==> src/rtl/traffic_light_monitor.sv <==
`default_nettype none
// ============================================================================
//  Module      : traffic_light_monitor
//  Description : Receive-side checker for the two-road traffic light bus.
//                It decodes the lamp patterns into phases P1..P4 and checks
//                encoding, safety conflicts and phase order. The first fault
//                is latched and held until clr.
//                The optional dwell-time checks are enabled by defining
//                TRAFFIC_MON_TIMING_EN.
//  Revision    : 1.0 - initial release
// ============================================================================
module traffic_light_monitor #(
    parameter int unsigned LONG_CYC  = 800_000_001,
    parameter int unsigned SHORT_CYC = 200_000_001,
    parameter int unsigned TOL       = 2
) (
    input  logic       clk,
    input  logic       rst_n,
    input  logic [2:0] light1,
    input  logic [1:0] light2,
    input  logic       clr,
    output logic [1:0] phase,
    output logic       phase_valid,
    output logic       fault,
    output logic [2:0] fault_code,
    output logic [7:0] cycle_cnt
);

    // Monitor states
    localparam logic [1:0] c_ST_OFF   = 2'd0;
    localparam logic [1:0] c_ST_SYNC  = 2'd1;
    localparam logic [1:0] c_ST_RUN   = 2'd2;
    localparam logic [1:0] c_ST_FAULT = 2'd3;

    // Decoded lamp pattern classes
    localparam logic [2:0] c_PAT_OFF  = 3'd0;
    localparam logic [2:0] c_PAT_G2   = 3'd1;
    localparam logic [2:0] c_PAT_Y    = 3'd2;
    localparam logic [2:0] c_PAT_G1   = 3'd3;
    localparam logic [2:0] c_PAT_CONF = 3'd4;
    localparam logic [2:0] c_PAT_BAD  = 3'd5;

    // Fault codes; a lower number has the higher priority
    localparam logic [2:0] c_CODE_NONE  = 3'd0;
    localparam logic [2:0] c_CODE_CONF  = 3'd1;
    localparam logic [2:0] c_CODE_ENC   = 3'd2;
    localparam logic [2:0] c_CODE_SEQ   = 3'd3;
    localparam logic [2:0] c_CODE_SHORT = 3'd4;
    localparam logic [2:0] c_CODE_LONG  = 3'd5;

    // Reject parameter sets for which the dwell window cannot be evaluated
    // with the 30-bit dwell counter.
    generate
        if ((TOL >= SHORT_CYC) || (TOL >= LONG_CYC) ||
            (LONG_CYC + TOL >= 32'h3FFF_FFFF) ||
            (SHORT_CYC + TOL >= 32'h3FFF_FFFF)) begin : g_param_err
            $error("traffic_light_monitor: TOL must be below both dwell targets and EXP+TOL+1 must fit in 30 bits");
        end
    endgenerate

    logic [1:0] r_state;
    logic [1:0] r_phase;
    logic       r_valid;
    logic       r_fault;
    logic [2:0] r_code;
    logic [7:0] r_cnt;

    logic [2:0] w_cls;
    logic [2:0] w_cur_cls;
    logic [2:0] w_nxt_cls;
    logic [1:0] w_nxt_phase;
    logic [2:0] w_code;
    logic       w_short;
    logic       w_long;

    assign phase       = r_phase;
    assign phase_valid = r_valid;
    assign fault       = r_fault;
    assign fault_code  = r_code;
    assign cycle_cnt   = r_cnt;

    // Classify the incoming lamp pattern
    always_comb begin
        w_cls = c_PAT_BAD;
        if (light2 == 2'b01) begin
            // Road 2 green is only safe while road 1 shows red
            w_cls = (light1 == 3'b100) ? c_PAT_G2 : c_PAT_CONF;
        end else if ((light1 == 3'b000) && (light2 == 2'b00)) begin
            w_cls = c_PAT_OFF;
        end else if (light2 == 2'b10) begin
            if (light1 == 3'b010)      w_cls = c_PAT_Y;
            else if (light1 == 3'b001) w_cls = c_PAT_G1;
            else                       w_cls = c_PAT_BAD;
        end
    end

    // Pattern of the tracked phase and of its legal successor; yellow is
    // shared by P2 and P4, so the tracked phase resolves the ambiguity.
    always_comb begin
        w_cur_cls   = c_PAT_G2;
        w_nxt_cls   = c_PAT_Y;
        w_nxt_phase = 2'd1;
        case (r_phase)
            2'd0: begin w_cur_cls = c_PAT_G2; w_nxt_cls = c_PAT_Y;  w_nxt_phase = 2'd1; end
            2'd1: begin w_cur_cls = c_PAT_Y;  w_nxt_cls = c_PAT_G1; w_nxt_phase = 2'd2; end
            2'd2: begin w_cur_cls = c_PAT_G1; w_nxt_cls = c_PAT_Y;  w_nxt_phase = 2'd3; end
            default: begin w_cur_cls = c_PAT_Y; w_nxt_cls = c_PAT_G2; w_nxt_phase = 2'd0; end
        endcase
    end

`ifdef TRAFFIC_MON_TIMING_EN
    logic [4:0]  r_prev_pat;
    logic [29:0] r_dwell;
    logic        w_pat_chg;
    logic [31:0] w_exp;

    assign w_pat_chg = ({light1, light2} != r_prev_pat);
    // Yellow phases (P2/P4, odd phase numbers) use the short target
    assign w_exp     = r_phase[0] ? SHORT_CYC : LONG_CYC;
    assign w_short   = w_pat_chg && ({2'b00, r_dwell} < (w_exp - TOL));
    assign w_long    = ({2'b00, r_dwell} >= (w_exp + TOL + 32'd1));

    // Dwell counter: cycles of an unchanged pattern, saturating
    always_ff @(posedge clk or negedge rst_n) begin
        if (!rst_n) begin
            r_prev_pat <= 5'd0;
            r_dwell    <= 30'd0;
        end else begin
            r_prev_pat <= {light1, light2};
            if (w_pat_chg)      r_dwell <= 30'd0;
            else if (~&r_dwell) r_dwell <= r_dwell + 30'd1;
        end
    end
`else
    assign w_short = 1'b0;
    assign w_long  = 1'b0;
`endif

    // Highest-priority fault raised by the current pattern (NONE if legal)
    always_comb begin
        w_code = c_CODE_NONE;
        if (w_cls == c_PAT_CONF) begin
            w_code = c_CODE_CONF;
        end else if (w_cls == c_PAT_BAD) begin
            w_code = c_CODE_ENC;
        end else if (w_cls != c_PAT_OFF) begin
            case (r_state)
                c_ST_OFF: begin
                    if (w_cls != c_PAT_G2) w_code = c_CODE_SEQ;
                end
                c_ST_SYNC, c_ST_RUN: begin
                    if (w_cls == w_cur_cls) begin
                        if ((r_state == c_ST_RUN) && w_long) w_code = c_CODE_LONG;
                    end else if (w_cls == w_nxt_cls) begin
                        if ((r_state == c_ST_RUN) && w_short)     w_code = c_CODE_SHORT;
                        else if ((r_state == c_ST_RUN) && w_long) w_code = c_CODE_LONG;
                    end else begin
                        w_code = c_CODE_SEQ;
                    end
                end
                default: w_code = c_CODE_NONE;
            endcase
        end
    end

    // Monitor FSM with registered phase, fault and cycle outputs
    always_ff @(posedge clk or negedge rst_n) begin
        if (!rst_n) begin
            r_state <= c_ST_OFF;
            r_phase <= 2'd0;
            r_valid <= 1'b0;
            r_fault <= 1'b0;
            r_code  <= c_CODE_NONE;
            r_cnt   <= 8'd0;
        end else begin
            case (r_state)
                c_ST_FAULT: begin
                    // Only clr is honoured; a bad pattern present with clr relatches
                    if (clr) begin
                        if (w_code != c_CODE_NONE) begin
                            r_code <= w_code;
                        end else begin
                            r_state <= c_ST_OFF;
                            r_phase <= 2'd0;
                            r_valid <= 1'b0;
                            r_fault <= 1'b0;
                            r_code  <= c_CODE_NONE;
                        end
                    end
                end
                default: begin
                    if (w_code != c_CODE_NONE) begin
                        r_state <= c_ST_FAULT;
                        r_valid <= 1'b0;
                        r_fault <= 1'b1;
                        r_code  <= w_code;
                    end else if (w_cls == c_PAT_OFF) begin
                        // Legal shutdown; the cycle count is kept
                        r_state <= c_ST_OFF;
                        r_phase <= 2'd0;
                        r_valid <= 1'b0;
                    end else if (r_state == c_ST_OFF) begin
                        // Only G2 gets here without a fault: start tracking at P1
                        r_state <= c_ST_SYNC;
                        r_phase <= 2'd0;
                        r_valid <= 1'b1;
                    end else if (w_cls != w_cur_cls) begin
                        // Legal advance to the next phase
                        r_state <= c_ST_RUN;
                        r_phase <= w_nxt_phase;
                        r_valid <= 1'b1;
                        if (w_nxt_phase == 2'd0) r_cnt <= r_cnt + 8'd1;
                    end
                end
            endcase
        end
    end

endmodule
`default_nettype wire

==> config.mk <==
export PLATFORM = sky130hd
export DESIGN_NAME = traffic_light_monitor
export DESIGN_NICKNAME = d
export VERILOG_FILES = /design/src/rtl/traffic_light_monitor.sv
export SDC_FILE = /design/constraint.sdc
export NUM_CORES = 1
export LEC_CHECK = 0
export ABC_AREA = 1
export CAP_MARGIN = 20
export CELL_PAD_IN_SITES_DETAIL_PLACEMENT = 0
export CELL_PAD_IN_SITES_GLOBAL_PLACEMENT = 2
export CORE_MARGIN = 2
export CORE_UTILIZATION = 26
export DETAILED_ROUTE_END_ITERATION = 7
export PLACE_DENSITY = 0.77
export RECOVER_POWER = 25
export SETUP_SLACK_MARGIN = 0.02
export SKIP_CTS_REPAIR_TIMING = 1
export SLEW_MARGIN = 5
export SYNTH_ARGS = -nofsm -noshare
export SYNTH_HDL_FRONTEND = slang
export SYNTH_SLANG_ARGS = --single-unit
==> constraint.sdc <==
create_clock -name clk -period 2.2 [get_ports clk]
set_clock_uncertainty 0.15 [all_clocks]
set_input_delay 0.33 -clock clk [delete_from_list [all_inputs] [get_ports clk]]
set_output_delay 0.33 -clock clk [all_outputs]
set_load 0.05 [all_outputs]
==> impl_metrics.csv <==
group,metric,value,unit
status,outcome,"finished, final reports clean",
critical_path,timing.rr.start,"phase[0]$_DFFE_PN0P_",
timing,drv_slew,0,
critical_path,crit_path_end_kind,"output port",
clock_network,htreeDepth,1,
placement,dpl_worst_slack,-431,ps
pwr,pwr-share-comb,62.9,%
floorplanning,start_util,27.0,%
pwr,switchingPower,0.851,mW
floorplanning,fp.dieW,74.1,µm
clock_network,clk_latency,250,ps
grt,antenna_found_initial,0,
job,maxCapViolCount,0,
critical_path,worst_setup_path_start_kind,"flop",
critical_path,r2r_slack,110,ps
grt,grt_pass1_vias,1145,
worst_hold_path,hold_depth,2,
pwr,intPower,0.965,mW
floorplanning,io-pin-count,23,
critical_path,critical_path.max_fanout,4,
worst_hold_path,hp-class,"flop to flop",
critical_path,cp.arrival,1620,ps
grt,grt-ovfl-total,0,
detailed_routing,routedWlPerCell,10.7,µm
grt,grt_usage,11.7,%
final_layout,final_core_util,39.4,%
detailed_routing,dr.pass1.iters,4,
critical_path,critPathKind,"flop to output port",
final_layout,fin_nets,237,
final_layout,diodes,0,
detailed_routing,ant_nets,0,
logic_synthesis,synth_seq_cells,16,
clock_network,cts_root_buf,"clkbuf_8",
final_layout,area_delta_synth_final,45.9,%
pwr,clkPwrFrac,12.9,%
worst_hold_path,holdPathEnd,"phase_valid$_DFFE_PN0P_",
clock_network,clk_pin_slew,70,ps
final_layout,drive_gt1_share,27.4,%
floorplanning,coreArea,4720,µm²
clock_network,cts_tree,"built",
final_layout,multiInputGateArea,837,µm²
detailed_routing,first_iter_violations,52,
placement,dp_hpwl,2360,µm
clock_network,cts_buffer_depth,2,
placement,port_buffers,21,
timing,setup_viol_count_final,0,
logic_synthesis,yosys.area.top_type,"dfrtp_1",
critical_path,required,1720,ps
logic_synthesis,ys_seq_area_share,31.4,%
pwr,peakVddDrop,448,µV
floorplanning,die_h,74.1,µm
detailed_routing,via_per_inst,4.24,
timing,period_minus_slack,2100,ps
timing,rsz0062_at_grt,"true",
final_layout,seq_area,403,µm²
grt,grt_pass1_wl,5000,µm
final_layout,final_cell_mix,"nand2_1, inv_1, nand3_1",
pwr,p_leak,0.987,nW
final_layout,fill_cells,482,
logic_synthesis,synth.distinct_cells,28,
logic_synthesis,yosys_warnings,0,
timing,fmax,477,MHz
grt,grt_max_degree,17,
logic_synthesis,yosys-top-cells-area,"dfrtp_1, nand2_1, ha_1",
detailed_routing,drt-total-wl,3060,µm
final_layout,final_common_cell,"nand2_1",
logic_synthesis,syn-cell-area,1280,µm²
logic_synthesis,synth_area_per_cell,7.29,µm²
timing,hold_violations,0,
logic_synthesis,synth.top_cell.area_share,31.4,%
pwr,pwr-share-seq,24.1,%
floorplanning,fp.dieArea,5480,µm²
timing,setup_slack,104,ps
detailed_routing,drc_errors,0,
logic_synthesis,netlist_instances,175,
clock_network,numCtsBuffers,3,
pwr,p_sw_share,46.9,%
logic_synthesis,synth_fp_nets,192,
critical_path,rr_endpoint,"cycle_cnt[2]$_DFFE_PN0P_",
timing,worst_pin_slew,930,ps
clock_network,cts.sinks,16,
pwr,power-per-cell-area,975,nW/µm²
placement,place_congestion,0.815,
timing,period_share,95.3,%
worst_hold_path,min-delay-start,"phase_valid$_DFFE_PN0P_",
detailed_routing,num_vias,1212,
critical_path,r2r_cells,15,
timing,slew_headroom,38.0,%
floorplanning,rows,25,
## cell families after synthesis
kind of cell               synth area share, %
other                                    0.294
DFF                                       31.4
xor gates and xnor gates                  4.12
adders and majority gates                 8.82
AOI/OAI and AO/OA                         1.96
buffers and inverters                     8.92
and+or+nand+nor                           44.5
## registers in the layout (all words and copies together), names as in the netlist
signal	cells
fault_code	2
phase	2
r_state	2
phase_valid	1
cycle_cnt	8
fault	1
## cell type report
type | count | share of cell area [%]
multi-input cells | 130 | 45.0
flip-flops and latches | 16 | 21.6
repair buffers | 42 | 20.9
inverters | 27 | 5.58
well taps | 67 | 4.50
clock buffers | 4 | 2.42
## routing by layer
| metal | part of all wire [%] | vias up | global-route usage [%] |
|---|---|---|---|
| met5 | 0 | - | 0 |
| met4 | 1.1 | 0 | 2.42 |
| met3 | 3.9 | 4 | 3.12 |
| met2 | 47 | 26 | 19.2 |
| met1 | 48 | 549 | 15.4 |
| li1 | - | 633 | - |
## worst max path at each step
stage               slack, ps                  from                  endpoint  cells after the start
floorplan                   3  phase[0]$_DFFE_PN0P_  cycle_cnt[2]$_DFFE_PN0P_                     15
global placement         -380             light1[0]  cycle_cnt[4]$_DFFE_PN0P_                     16
detailed placement       -430             light1[0]  cycle_cnt[2]$_DFFE_PN0P_                     16
CTS                      -160             light1[0]  cycle_cnt[2]$_DFFE_PN0P_                     16
global route              -40  phase[0]$_DFFE_PN0P_  cycle_cnt[4]$_DFFE_PN0P_                     15
finish                    100  phase[1]$_DFFE_PN0P_                  phase[1]                      2
## Yosys cell counts (all sizes together)
cell type / count
nand3b: 1
o21ai: 4
conb: 1
nand3: 25
xnor2: 1
nand2: 58
nor2: 14
ha: 9
a21oi: 1
dfrtp: 16
or2: 2
nor4: 1
xor2: 5
nand4: 5
nor3: 2
clkinv: 1
and3: 1
buf: 2
inv: 26
## per-stage QoR
stage | setup TNS (ps) | power [mW] | area [µm²] | cells | hold WS (ps)
2_1_floorplan | 0 | 1.16 | 1300 | 175 | -116
3_3_place_gp | -5440 | 1.47 | 1680 | 275 | 309
3_5_place_dp | -5990 | 1.47 | 1680 | 275 | 319
6_report | 0 | 1.82 | 1860 | 286 | 324
5_1_grt | -292 | 1.98 | 1860 | 286 | 390
4_1_cts | -1720 | 1.72 | 1730 | 279 | 249
## power groups by stage
stage	clock [mW]	sequential, mW	combinational, mW
2_1_floorplan	0	0.609	0.547
3_3_place_gp	0	0.439	1.03
3_5_place_dp	0	0.444	1.03
4_1_cts	0.249	0.438	1.04
5_1_grt	0.265	0.452	1.27
6_report	0.234	0.438	1.14
## critical path, stage by stage (launching register included)
cell	delay (ps)
dfrtp_2	420
buf_4	140
clkdlybuf4s50_1	800
No activity file was read; power rests on OpenSTA's default activity.
